$ cat src/rtl/reaction_pkg.sv
// Shared types and constants for the reaction-time game sequencer.
// Holds the FSM state encoding, display mode codes and LED patterns.
package reaction_pkg;

   localparam int CNT_W = 14;

   typedef enum logic [2:0] {
      ST_IDLE,
      ST_ARMED,
      ST_LIT,
      ST_RESULT,
      ST_FOUL
   } state_t;

   localparam logic [1:0] MODE_IDLE    = 2'd0;
   localparam logic [1:0] MODE_RUNNING = 2'd1;
   localparam logic [1:0] MODE_RESULT  = 2'd2;
   localparam logic [1:0] MODE_FOUL    = 2'd3;

   localparam logic [15:0] LED_OFF  = 16'h0000;
   localparam logic [15:0] LED_LIT  = 16'hFFFF;
   localparam logic [15:0] LED_FOUL = 16'hAAAA;

endpackage

$ cat src/rtl/rt_counter.sv
// Millisecond counter: synchronous clear, enable-gated increment, saturates at limit.
// count_next is exported so the parent can register outputs without an extra cycle of lag.
module rt_counter #(
   parameter int W = 14
) (
   input  logic         clk,
   input  logic         rst,
   input  logic         clear,
   input  logic         enable,
   input  logic [W-1:0] limit,
   output logic [W-1:0] count,
   output logic [W-1:0] count_next
);

   always_comb begin
      count_next = count;
      if (clear) begin
         count_next = '0;
      end else if (enable && (count < limit)) begin
         count_next = count + W'(1);
      end
   end

   always_ff @(posedge clk) begin
      if (rst) begin
         count <= '0;
      end else begin
         count <= count_next;
      end
   end

endmodule

$ cat src/rtl/reaction_sequencer.sv
// Reaction-time game sequencer: random pre-stimulus wait, reaction timing, best-score tracking.
// All outputs are registered from next-state values so every change shows one clock after its cause.
module reaction_sequencer
   import reaction_pkg::*;
#(
   parameter int MIN_DELAY_MS = 1000,
   parameter int MAX_MS       = 9999
) (
   input  logic             clk,
   input  logic             rst,
   input  logic             ms_tick,
   input  logic             go,
   input  logic             react,
   input  logic             clr_best,
   // LFSR sample; named rand_val because 'rand' is a reserved word
   input  logic [CNT_W-1:0] rand_val,
   output logic [CNT_W-1:0] number,
   output logic [1:0]       mode,
   output logic [15:0]      led,
   output state_t           dbg_state,
   output logic [CNT_W-1:0] dbg_best
);

   localparam logic [CNT_W-1:0] MIN_VAL = CNT_W'(MIN_DELAY_MS);
   localparam logic [CNT_W-1:0] MAX_VAL = CNT_W'(MAX_MS);

   state_t           state, state_next;
   logic [CNT_W-1:0] target, target_next;
   logic [CNT_W-1:0] last_time, last_next;
   logic [CNT_W-1:0] best, best_next;
   logic [CNT_W-1:0] count, count_next;
   logic             cnt_clear, cnt_enable;
   logic [CNT_W-1:0] number_next;
   logic [1:0]       mode_next;
   logic [15:0]      led_next;
   logic             unused_rand_hi;

   assign unused_rand_hi = ^rand_val[13:11];

   rt_counter #(.W(CNT_W)) u_counter (
      .clk        (clk),
      .rst        (rst),
      .clear      (cnt_clear),
      .enable     (cnt_enable),
      .limit      (MAX_VAL),
      .count      (count),
      .count_next (count_next)
   );

   always_ff @(posedge clk) begin
      if (rst) begin
         state     <= ST_IDLE;
         target    <= '0;
         last_time <= '0;
         best      <= MAX_VAL;
         number    <= MAX_VAL;
         mode      <= MODE_IDLE;
         led       <= LED_OFF;
      end else begin
         state     <= state_next;
         target    <= target_next;
         last_time <= last_next;
         best      <= best_next;
         number    <= number_next;
         mode      <= mode_next;
         led       <= led_next;
      end
   end

   always_comb begin
      state_next  = state;
      target_next = target;
      last_next   = last_time;
      best_next   = best;
      cnt_clear   = 1'b0;
      cnt_enable  = 1'b0;
      case (state)
         ST_ARMED: begin
            // react wins over a same-cycle expiry tick
            if (react) begin
               state_next = ST_FOUL;
            end else if (ms_tick) begin
               if (({1'b0, count} + 15'd1) >= {1'b0, target}) begin
                  state_next = ST_LIT;
                  cnt_clear  = 1'b1;
               end else begin
                  cnt_enable = 1'b1;
               end
            end
         end
         ST_LIT: begin
            if (react) begin
               state_next = ST_RESULT;
               last_next  = count;
               if (count < best) begin
                  best_next = count;
               end
            end else if (ms_tick) begin
               cnt_enable = 1'b1;
               if (({1'b0, count} + 15'd1) >= {1'b0, MAX_VAL}) begin
                  state_next = ST_RESULT;
                  last_next  = MAX_VAL;
               end
            end
         end
         default: begin
            if (clr_best) begin
               best_next = MAX_VAL;
            end
            if (go) begin
               state_next  = ST_ARMED;
               cnt_clear   = 1'b1;
               target_next = MIN_VAL + {3'b000, rand_val[10:0]};
            end
         end
      endcase
   end

   always_comb begin
      number_next = '0;
      mode_next   = MODE_IDLE;
      led_next    = LED_OFF;
      case (state_next)
         ST_IDLE: begin
            number_next = best_next;
         end
         ST_ARMED: begin
            mode_next = MODE_RUNNING;
         end
         ST_LIT: begin
            number_next = count_next;
            mode_next   = MODE_RUNNING;
            led_next    = LED_LIT;
         end
         ST_RESULT: begin
            number_next = last_next;
            mode_next   = MODE_RESULT;
         end
         ST_FOUL: begin
            mode_next = MODE_FOUL;
            led_next  = LED_FOUL;
         end
         default: begin
            number_next = '0;
         end
      endcase
   end

   assign dbg_state = state;
   assign dbg_best  = best;

endmodule

$ cat config.mk
export PLATFORM = sky130hd
export DESIGN_NAME = reaction_sequencer
export DESIGN_NICKNAME = d
export VERILOG_FILES = /design/src/rtl/reaction_pkg.sv /design/src/rtl/rt_counter.sv /design/src/rtl/reaction_sequencer.sv
export SDC_FILE = /design/constraint.sdc
export NUM_CORES = 1
export LEC_CHECK = 0
export CAP_MARGIN = 10
export CELL_PAD_IN_SITES_DETAIL_PLACEMENT = 1
export CELL_PAD_IN_SITES_GLOBAL_PLACEMENT = 1
export CORE_ASPECT_RATIO = 0.5
export CORE_MARGIN = 1
export CORE_UTILIZATION = 41
export DETAILED_ROUTE_END_ITERATION = 8
export PLACE_DENSITY_LB_ADDON = 0.1
export SLEW_MARGIN = 40
export SYNTH_ARGS = -nofsm -noshare
export SYNTH_HDL_FRONTEND = slang
export SYNTH_SLANG_ARGS = --single-unit
$ cat constraint.sdc
create_clock -name clk -period 4 [get_ports clk]
set_input_delay 1.2 -clock clk [delete_from_list [all_inputs] [get_ports clk]]
set_output_delay 1.2 -clock clk [all_outputs]
set_load 0.1 [all_outputs]
==> results_dict.tcl, run 1 <==
set metrics [dict create \
    status "finished, final reports clean" \
    cts_setup_buffers 0 \
    reg2reg_from "u_counter.count[2]$_SDFF_PP0_" \
    numCtsBuffers 9 \
    final_nets 641 \
    leakagePower_nw 2.448 \
    holdBufCountCts 0 \
    track_usage_pct 24.99 \
    synthSimpleGateAreaFrac_pct 21.23 \
    ant_nets 0 \
    clk_transition_reported_paths_ps 60 \
    wl_per_cell_um 18.43 \
    final_area_um2 5454 \
    totalWireLength_um 13620 \
    coreArea_um2 10440 \
    route.vias.total 4118 \
    max_freq_ghz 0.2712 \
    hp-class "register to register" \
    syn_inst 527 \
    yosys_warnings 0 \
    die_h_um 76.06 \
    post_cts_resize_count 0 \
    final_common_cell "dfxtp_1" \
    placed_area_um2 5142 \
    hold_viol_final 0 \
    portBuffers 65 \
    cp-end-kind "register" \
    grt_pass1_wl_um 21690 \
    timing.setup.tns_ps 0 \
    critPathArrivalTime_ps 3940 \
    muxShareOfSynthArea_pct 3.673 \
    startpoint_type "register" \
    h-tree-depth 3 \
    io_pins 69 \
    fin_crit_ps 3687 \
    crit_slowest_cell "or3_1" \
    min_period_over_period_pct 92.18 \
    crit_end "number[13]$_SDFF_PP1_" \
    synth_cell_types 76 \
    ys_seq_elements 75 \
    antenna_found_initial 0 \
    setup_viol 0 \
    grt_overflow 0 \
    syn_area_um2 4497 \
    drive_gt1_share_pct 21.70 \
    postLayoutCoreUtil_pct 52.23 \
    synth-edff-count 0 \
    yosysSeqAreaShare_pct 33.39 \
    clock-sinks 75 \
    synth_fa_ha_area_share_pct 7.513 \
    grt_start_max_net_pins 44 \
    skew_ps 8.930 \
    placed_cells 723 \
    cap_viol_max_count 0 \
    drt_iter0_drc 356 \
    setup_slack_ps 312.7 \
    syn_to_final_growth_pct 21.29 \
    vdd_drop_max_uv 236.8 \
    cp_max_fo 15 \
    final_cells 739 \
    hpwlAfterDp_um 10270 \
    synth.avg_cell_area_um2 8.533 \
    place_ws_ps 376.0 \
    diodes 0 \
    mostFrequentLayoutCells "75 x dfxtp_1, 58 x nor2_1, 56 x buf_4" \
    postSynth.asyncResetShare_pct 0 \
    r2r_slack_ps 310 \
    initial_utilization_pct 43.06 \
    via_per_inst 5.572 \
    crit_family "simple AND/OR/NAND/NOR gates" \
    relSlewSlack_pct 60.56 \
    cp.required_ps 4250 \
    root_buffer "clkbuf_16" \
    r2r-end "number[13]$_SDFF_PP1_" \
    grt_pass1_vias 3998 \
    synth_xor_area_share_pct 5.954 \
    cts_tree "done" \
    power.density_nw_per_um2 370.1 \
    gp_congestion 0.8260 \
    path_depth 13 \
    cts_max_path_buffers 2 \
    crit_start "u_counter.count[2]$_SDFF_PP0_" \
    rows 26 \
    grt_setup_unrepaired "false" \
    path_class "register to register" \
    synth_compound_area_share_pct 19.25 \
    clkLatencyLatePin_ps 340 \
    cp_cell_sequence "buf_4, and4_4, nand4_1, xnor2_1, ha_1, a21oi_1, o21ai_0, a211oi_2, nand3_1, a31oi_1, nor2_2, or3_1, o221ai_1" \
    die-area_um2 11420 \
    synth_top_family_by_area "simple AND/OR/NAND/NOR gates" \
    drv_slew 0 \
    route.detailed.drc 0 \
    path_buf_inv 1 \
    worstMarginPinSlew_ps 591.0 \
    worst_path_largest_cell_delay_ps 480 \
    syn_nets 574 \
    reg2reg_depth 13 \
    die_width_um 150.1 \
    ys.flop_type "dfxtp_1" \
    drt_pass1_iterations 4 \
]
## metrics by stage
stage	total power, mW	hold slack (ps)
CTS	2.037	483.2
finish	2.019	482.8
floorplan	1.095	445.5
global route	2.094	512.8
global placement	1.196	457.4
detailed placement	1.185	472.5
## worst min-delay path: cells and delay by family, from the launching register on
kind             cells  cell delay, ps
AND/OR/NAND/NOR      1              70
AO/OA/AOI/OAI        1              50
flip-flops           1             320
## power breakdown
group	leakage [nW]	internal [mW]	total (mW)	switching, mW
Combinational	1.68	0.103	0.385	0.282
Sequential	0.611	0.774	0.786	0.0113
Clock	0.155	0.508	0.848	0.340
Total	2.45	1.38	2.02	0.634
## cell usage after synthesis (all sizes together), types with 4 or more instances
cell type,n,area share [%]
nor4,11,1.9
o21ai,13,1.5
nor2,60,5.1
nand3,12,1.3
o211ai,5,0.83
nand4,4,1.0
buf,30,4.8
mux2,4,1.0
a211oi,9,1.6
mux2i,12,2.7
or4,6,1.0
a31oi,9,1.4
xor2,11,2.1
a22oi,6,1.0
nand2b,9,1.3
ha,27,7.5
nand2,43,3.6
o21a,4,0.67
xnor2,17,3.3
and2,6,0.83
dfxtp,75,33
a21oi,23,2.6
inv,33,2.8
o22ai,9,1.3
nor2b,7,0.97
o221ai,4,0.78
clkbuf,17,1.4
nor3,6,0.78
a21o,4,0.67
and3,6,0.83
## routing by layer
metal  global-route usage [%]  wire length, um  vias to the layer above
met5                        0                0                        -
met2                    36.81             5618                      133
met1                    37.20             6792                     1984
li1                         -                -                     1986
met3                    4.551             1093                       15
met4                    6.061              119                        0
## state kept, by name (all words and copies together) (netlist names)
register and cells:
dbg_best 14, target 12, dbg_state 3, number 14
u_counter.count 14, last_time 14, mode 2, led 2
## layout make-up
type                    instances  area [um^2]
fillers                      1284         4989
multi-input cells             372         2591
flip-flops and latches         75         1501
repair buffers                103        750.7
clock buffers                  10        239.0
well taps                     140        175.2
inverters                      33        123.9
clock inverters                 6        72.57
## worst min-delay path by stage
| stage | from | to | cells after the start |
|---|---|---|---|
| after floorplan | target[11]$_SDFFE_PP0P_ | target[11]$_SDFFE_PP0P_ | 2 |
| after global placement | last_time[2]$_SDFF_PP0_ | last_time[2]$_SDFF_PP0_ | 2 |
| after detailed placement | target[11]$_SDFFE_PP0P_ | target[11]$_SDFFE_PP0P_ | 2 |
| after CTS | target[11]$_SDFFE_PP0P_ | target[11]$_SDFFE_PP0P_ | 2 |
| after global routing | target[11]$_SDFFE_PP0P_ | target[11]$_SDFFE_PP0P_ | 2 |
| final | target[11]$_SDFFE_PP0P_ | target[11]$_SDFFE_PP0P_ | 2 |
## kinds of logic (layout without fill, tap and decap cells)
logic type	Yosys count	count (layout)
compound gates	116	116
simple gates	184	184
flops	75	75
xor+xnor	29	29
mux	16	16
fa+ha+maj	27	27
buf+inv	80	152
No activity file was read; power rests on OpenSTA's default activity.
==> run 2: changes to the inputs <==
--- a/config.mk
+++ b/config.mk
@@ -5,14 +5,14 @@
 export SDC_FILE = /design/constraint.sdc
 export NUM_CORES = 1
 export LEC_CHECK = 0
-export CAP_MARGIN = 10
+export CAP_MARGIN = 20
 export CELL_PAD_IN_SITES_DETAIL_PLACEMENT = 1
 export CELL_PAD_IN_SITES_GLOBAL_PLACEMENT = 1
 export CORE_ASPECT_RATIO = 0.5
 export CORE_MARGIN = 1
 export CORE_UTILIZATION = 41
 export DETAILED_ROUTE_END_ITERATION = 8
-export PLACE_DENSITY_LB_ADDON = 0.1
+export PLACE_DENSITY = 0.77
 export SLEW_MARGIN = 40
 export SYNTH_ARGS = -nofsm -noshare
 export SYNTH_HDL_FRONTEND = slang
==> run 2 against run 1 <==
Compared with the run above:
- critical path depth grew 2
- cell area grew 3.5%
- die area unchanged
- power increased by 6.1%
- combinational power increased by 6.2%
==> results_dict.tcl, run 2 (synthesis results as in run 1) <==
set metrics [dict create \
    status "finished, final reports clean" \
    pwr-share-seq_pct 36.7 \
    portBuffers 65 \
    r2r-end "number[6]$_SDFF_PP0_" \
    p_int_mw 1.500 \
    final_nets 655 \
    die_width_um 150.1 \
    cp.required_ps 4290 \
    setup_viol 0 \
    postLayoutCoreUtil_pct 54.04 \
    wl_per_cell_um 19.36 \
    grt_overflow 0 \
    drv_slew 0 \
    clkPwrFrac_pct 44.2 \
    cts_max_path_buffers 2 \
    leakagePower_nw 2.544 \
    share_comb_of_total_power_pct 19.1 \
    reg2reg_from "u_counter.count[0]$_SDFF_PP0_" \
    drive_gt1_share_pct 24.51 \
    via_per_inst 5.622 \
    cts_setup_buffers 0 \
    ant_nets 0 \
    crit_end "number[6]$_SDFF_PP0_" \
    place_ws_ps 184.0 \
    drt_iter0_drc 255 \
    min_period_over_period_pct 94.12 \
    clk_transition_reported_paths_ps 70 \
    fin_crit_ps 3765 \
    hpwlAfterDp_um 10680 \
    rows 26 \
    skew_ps 9.284 \
    holdWs_ps 479.0 \
    crit_start "u_counter.count[0]$_SDFF_PP0_" \
    clock-sinks 75 \
    setup_slack_ps 235.3 \
    mostFrequentLayoutCells "73 x dfxtp_1, 69 x buf_4, 58 x nor2_1" \
    grt_start_max_net_pins 24 \
    totalWireLength_um 14560 \
    root_buffer "clkbuf_16" \
    die-area_um2 11420 \
    hp-class "register to register" \
    path_class "register to register" \
    max_freq_ghz 0.2656 \
    worstMarginPinSlew_ps 609.3 \
    cp_max_fo 12 \
    total_power_mw 2.142 \
    reg2reg_depth 15 \
    diodes 0 \
    final_common_cell "dfxtp_1" \
    vdd_drop_max_uv 262.7 \
    sw_frac_of_total_pct 29.95 \
    r2r_slack_ps 240 \
    antenna_found_initial 0 \
    final_area_um2 5643 \
    die_h_um 76.06 \
    cap_viol_max_count 0 \
    grt_pass1_vias 4314 \
    track_usage_pct 26.76 \
    grt_pass1_wl_um 23150 \
    initial_utilization_pct 43.06 \
    cts_tree "done" \
    clkLatencyLatePin_ps 340 \
    io_pins 69 \
    p_switching_uw 641.7 \
    numCtsBuffers 9 \
    relSlewSlack_pct 59.34 \
    drt_pass1_iterations 4 \
    critPathArrivalTime_ps 4050 \
    hold_path.startpoint "target[11]$_SDFFE_PP0P_" \
    power.density_nw_per_um2 379.6 \
    cp-end-kind "register" \
    route.detailed.drc 0 \
    startpoint_type "register" \
    syn_to_final_growth_pct 25.49 \
    route.vias.total 4228 \
    hold_viol_final 0 \
    h-tree-depth 3 \
    placed_area_um2 5260 \
    coreArea_um2 10440 \
    gp_congestion 0.8605 \
]
[run 2: cell count changes in the layout (fill, tap and decap cells not counted), sizes merged]
| cell | delta |
|---|---|
| clkinv | -2 |
| bufinv | +2 |
| buf | +14 |
| clkbuf | -1 |
[run 2: power by group through the flow]
stage | Combinational [mW] | Clock (mW) | Sequential (mW)
2_1_floorplan | 0.170 | 0 | 0.925
3_3_place_gp | 0.410 | 0 | 0.803
3_5_place_dp | 0.402 | 0 | 0.804
4_1_cts | 0.405 | 0.956 | 0.787
5_1_grt | 0.435 | 0.995 | 0.790
6_report | 0.409 | 0.946 | 0.787
[run 2: layout make-up]
cell class	count	area (um^2)
fillers	1267	4800
multi-input cells	372	2634
flip-flops and latches	75	1504
repair buffers	117	868.3
clock buffers	9	225.2
well taps	140	175.2
inverters	33	123.9
clock inverters	6	112.6
[run 2: metrics by stage]
stage | instances | setup TNS, ps
floorplan | 527 | 0
global placement | 737 | 0
detailed placement | 737 | 0
CTS | 752 | 0
global route | 752 | -38.92
finish | 752 | 0
[run 2: per-layer routing]
| layer | global-route usage, % | wire length, um | vias up | share of wire, % |
|---|---|---|---|---|
| met5 | 0 | 0 | - | 0 |
| met4 | 7.273 | 274 | 0 | 1.9 |
| met3 | 5.329 | 903 | 22 | 6.2 |
| met2 | 40.69 | 6275 | 127 | 43 |
| met1 | 38.27 | 7103 | 2061 | 49 |
| li1 | - | - | 2018 | - |
[run 2: timing repair]
| item | CTS | global route |
|---|---|---|
| setup endpoints to repair | 0 | 14 |
| hold endpoints to repair | 0 | 0 |
| gates resized for setup | 0 | 9 |
| hold buffers | 0 | 0 |
[run 2: critical path, cell delays in order (launching register included)]
cell and delay [ps]:
dfxtp_1 430, ha_1 200, nand3_1 120, nor2_2 180, nand3_1 180, xnor2_2 180, ha_1 330, nand3_1 90
nor2_1 160, nand2_1 100, o41ai_1 450, a31oi_2 140, buf_4 210, or2_4 310, a21boi_1 380, and3_1 240
[run 2: worst min-delay path by stage]
stage,endpoint,slack [ps],depth (start not counted)
after CTS,target[11]$_SDFFE_PP0P_,480,2
after global placement,last_time[3]$_SDFF_PP0_,460,2
after detailed placement,target[11]$_SDFFE_PP0P_,470,2
after floorplan,target[11]$_SDFFE_PP0P_,450,2
final,target[11]$_SDFFE_PP0P_,480,2
after global routing,target[11]$_SDFFE_PP0P_,510,2
==> run 3: changes to the inputs <==
==> constraint.sdc (replaced) <==
create_clock -name clk -period 4 [get_ports clk]
set_input_delay 1.2 -clock clk [delete_from_list [all_inputs] [get_ports clk]]
set_output_delay 1.2 -clock clk [all_outputs]
set_load 0.005 [all_outputs]
==> run 3 against run 2 <==
Compared with the run above:
- largest cell class unchanged
- flip-flop and latch count unchanged
- first-iteration DRC count up 2.7%
- wire length down 0.16%
- highest routed layer unchanged
- largest power group unchanged
- register-to-register slack worse by 90 ps
- clock skew down 2.6 ps
==> results_dict.tcl, run 3 (synthesis results as in run 1) <==
set metrics [dict create \
    relSlewSlack_pct 54.98 \
    whs_endpoint "target[11]$_SDFFE_PP0P_" \
    hold_path.startpoint "target[11]$_SDFFE_PP0P_" \
    rows 26 \
    grt_pass1_wl_um 22940 \
    placed_cells 738 \
    setup_viol 0 \
    h-tree-depth 3 \
    gp_congestion 0.8475 \
    postLayoutCoreUtil_pct 55.89 \
    diodes 0 \
    grt_setup_unrepaired "true" \
    initial_utilization_pct 43.06 \
    startpoint_type "register" \
    cap_viol_max_count 0 \
    cp_cell_sequence "ha_1, nand3_1, nor2_2, buf_4, xor2_1, ha_1, a21oi_1, o21ai_0, a211oi_2, a31oi_2, nor3_2, buf_4, nand2_1, xor2_1, o2111ai_1" \
    drive_gt1_share_pct 16.45 \
    die-area_um2 11420 \
    placed_area_um2 5440 \
    grt_overflow 0 \
    cts_max_path_buffers 2 \
    hold_depth 2 \
    final_area_um2 5837 \
    fin_crit_ps 3854 \
    final_common_cell "dfxtp_1" \
    wl_per_cell_um 19.27 \
    clk_transition_reported_paths_ps 60 \
    critPathArrivalTime_ps 4030 \
    route.detailed.drc 0 \
    crit_slowest_cell "dfxtp_1" \
    cp_max_fo 7 \
    io_pins 69 \
    drt_iter0_drc 262 \
    place_ws_ps 106.0 \
    track_usage_pct 26.45 \
    setup_slack_ps 146.3 \
    numCtsBuffers 9 \
    die_h_um 76.06 \
    route.vias.total 4263 \
    grt_start_max_net_pins 25 \
    antenna_found_initial 0 \
    power.density_nw_per_um2 347.7 \
    die_width_um 150.1 \
    via_per_inst 5.654 \
    leakagePower_nw 2.497 \
    syn_to_final_growth_pct 29.80 \
    final_cells 754 \
    hold_viol_final 0 \
    worstMarginPinSlew_ps 674.5 \
    status "finished, final reports clean" \
    max_freq_ghz 0.2595 \
    drt_pass1_iterations 4 \
    coreArea_um2 10440 \
    timing.setup.tns_ps 0 \
    min_period_over_period_pct 96.34 \
    drv_slew 0 \
    root_buffer "clkbuf_16" \
    grt_pass1_vias 4263 \
    reg2reg_depth 15 \
    hpwlAfterDp_um 10550 \
    portBuffers 65 \
    vdd_drop_max_uv 235.0 \
    hp-class "register to register" \
    ant_nets 0 \
    cts_tree "done" \
    totalWireLength_um 14530 \
    worst_path_largest_cell_delay_ps 450 \
    cp.required_ps 4170 \
    reg2reg_from "u_counter.count[1]$_SDFF_PP0_" \
    r2r-end "number[2]$_SDFF_PP1_" \
    skew_ps 6.687 \
    mostFrequentLayoutCells "75 x dfxtp_1, 65 x clkdlybuf4s50_1, 58 x nor2_1" \
    r2r_slack_ps 150 \
    clock-sinks 75 \
    final_nets 656 \
    clkLatencyLatePin_ps 340 \
    cp-end-kind "register" \
    path_class "register to register" \
]
## run 3: critical path: cells and delay by family, from the launching register on
family,cells,cell delay (ps)
simple gates,4,740
compound gates,5,1020
flops,1,450
fa+ha+maj,2,580
buf+inv,2,360
xor+xnor,2,540
## run 3: worst max-delay path by stage
stage	start	end	slack [ps]	cells past startpoint
finish	u_counter.count[1]$_SDFF_PP0_	number[2]$_SDFF_PP1_	150	15
global route	u_counter.count[1]$_SDFF_PP0_	number[2]$_SDFF_PP1_	-50	15
CTS	u_counter.count[1]$_SDFF_PP0_	number[13]$_SDFF_PP1_	40	14
detailed placement	u_counter.count[1]$_SDFF_PP0_	number[13]$_SDFF_PP1_	110	14
global placement	u_counter.count[6]$_SDFF_PP0_	number[4]$_SDFF_PP0_	210	14
floorplan	u_counter.count[0]$_SDFF_PP0_	number[1]$_SDFF_PP1_	460	14
## run 3: layout make-up
cell class / instances / area [um^2]
Multi-Input combinational cell: 372 / 2638
Sequential cell: 75 / 1501
Clock buffer: 11 / 242.7
Clock inverter: 5 / 107.6
Timing Repair Buffer: 118 / 1049
Fill cell: 1249 / 4606
Inverter: 33 / 123.9
Tap cell: 140 / 175.2
## run 3: layer usage
metal / global-route usage, % / wire length, um / up-vias
met1: 36.98 / 6954 / 2082
li1: - / - / 2013
met2: 40.00 / 6328 / 140
met3: 5.449 / 929 / 28
met4: 9.596 / 320 / 0
met5: 0 / 0 / -
## run 3: repair_timing
item,CTS,global route
hold buffers,0,0
setup endpoints to repair,0,14
resized for setup,0,8
setup buffers,0,0
## run 3: through the flow
step / hold slack, ps / power (mW)
finish: 475.2 / 2.029
floorplan: 445.5 / 0.9497
detailed placement: 467.5 / 1.073
global route: 505.9 / 2.102
global placement: 459.2 / 1.064
CTS: 477.0 / 2.036
## run 3: where the power goes
group / switching (mW) / internal (mW)
Clock: 0.334 / 0.630
Combinational: 0.150 / 0.128
Sequential: 0.0131 / 0.775
Total: 0.496 / 1.53
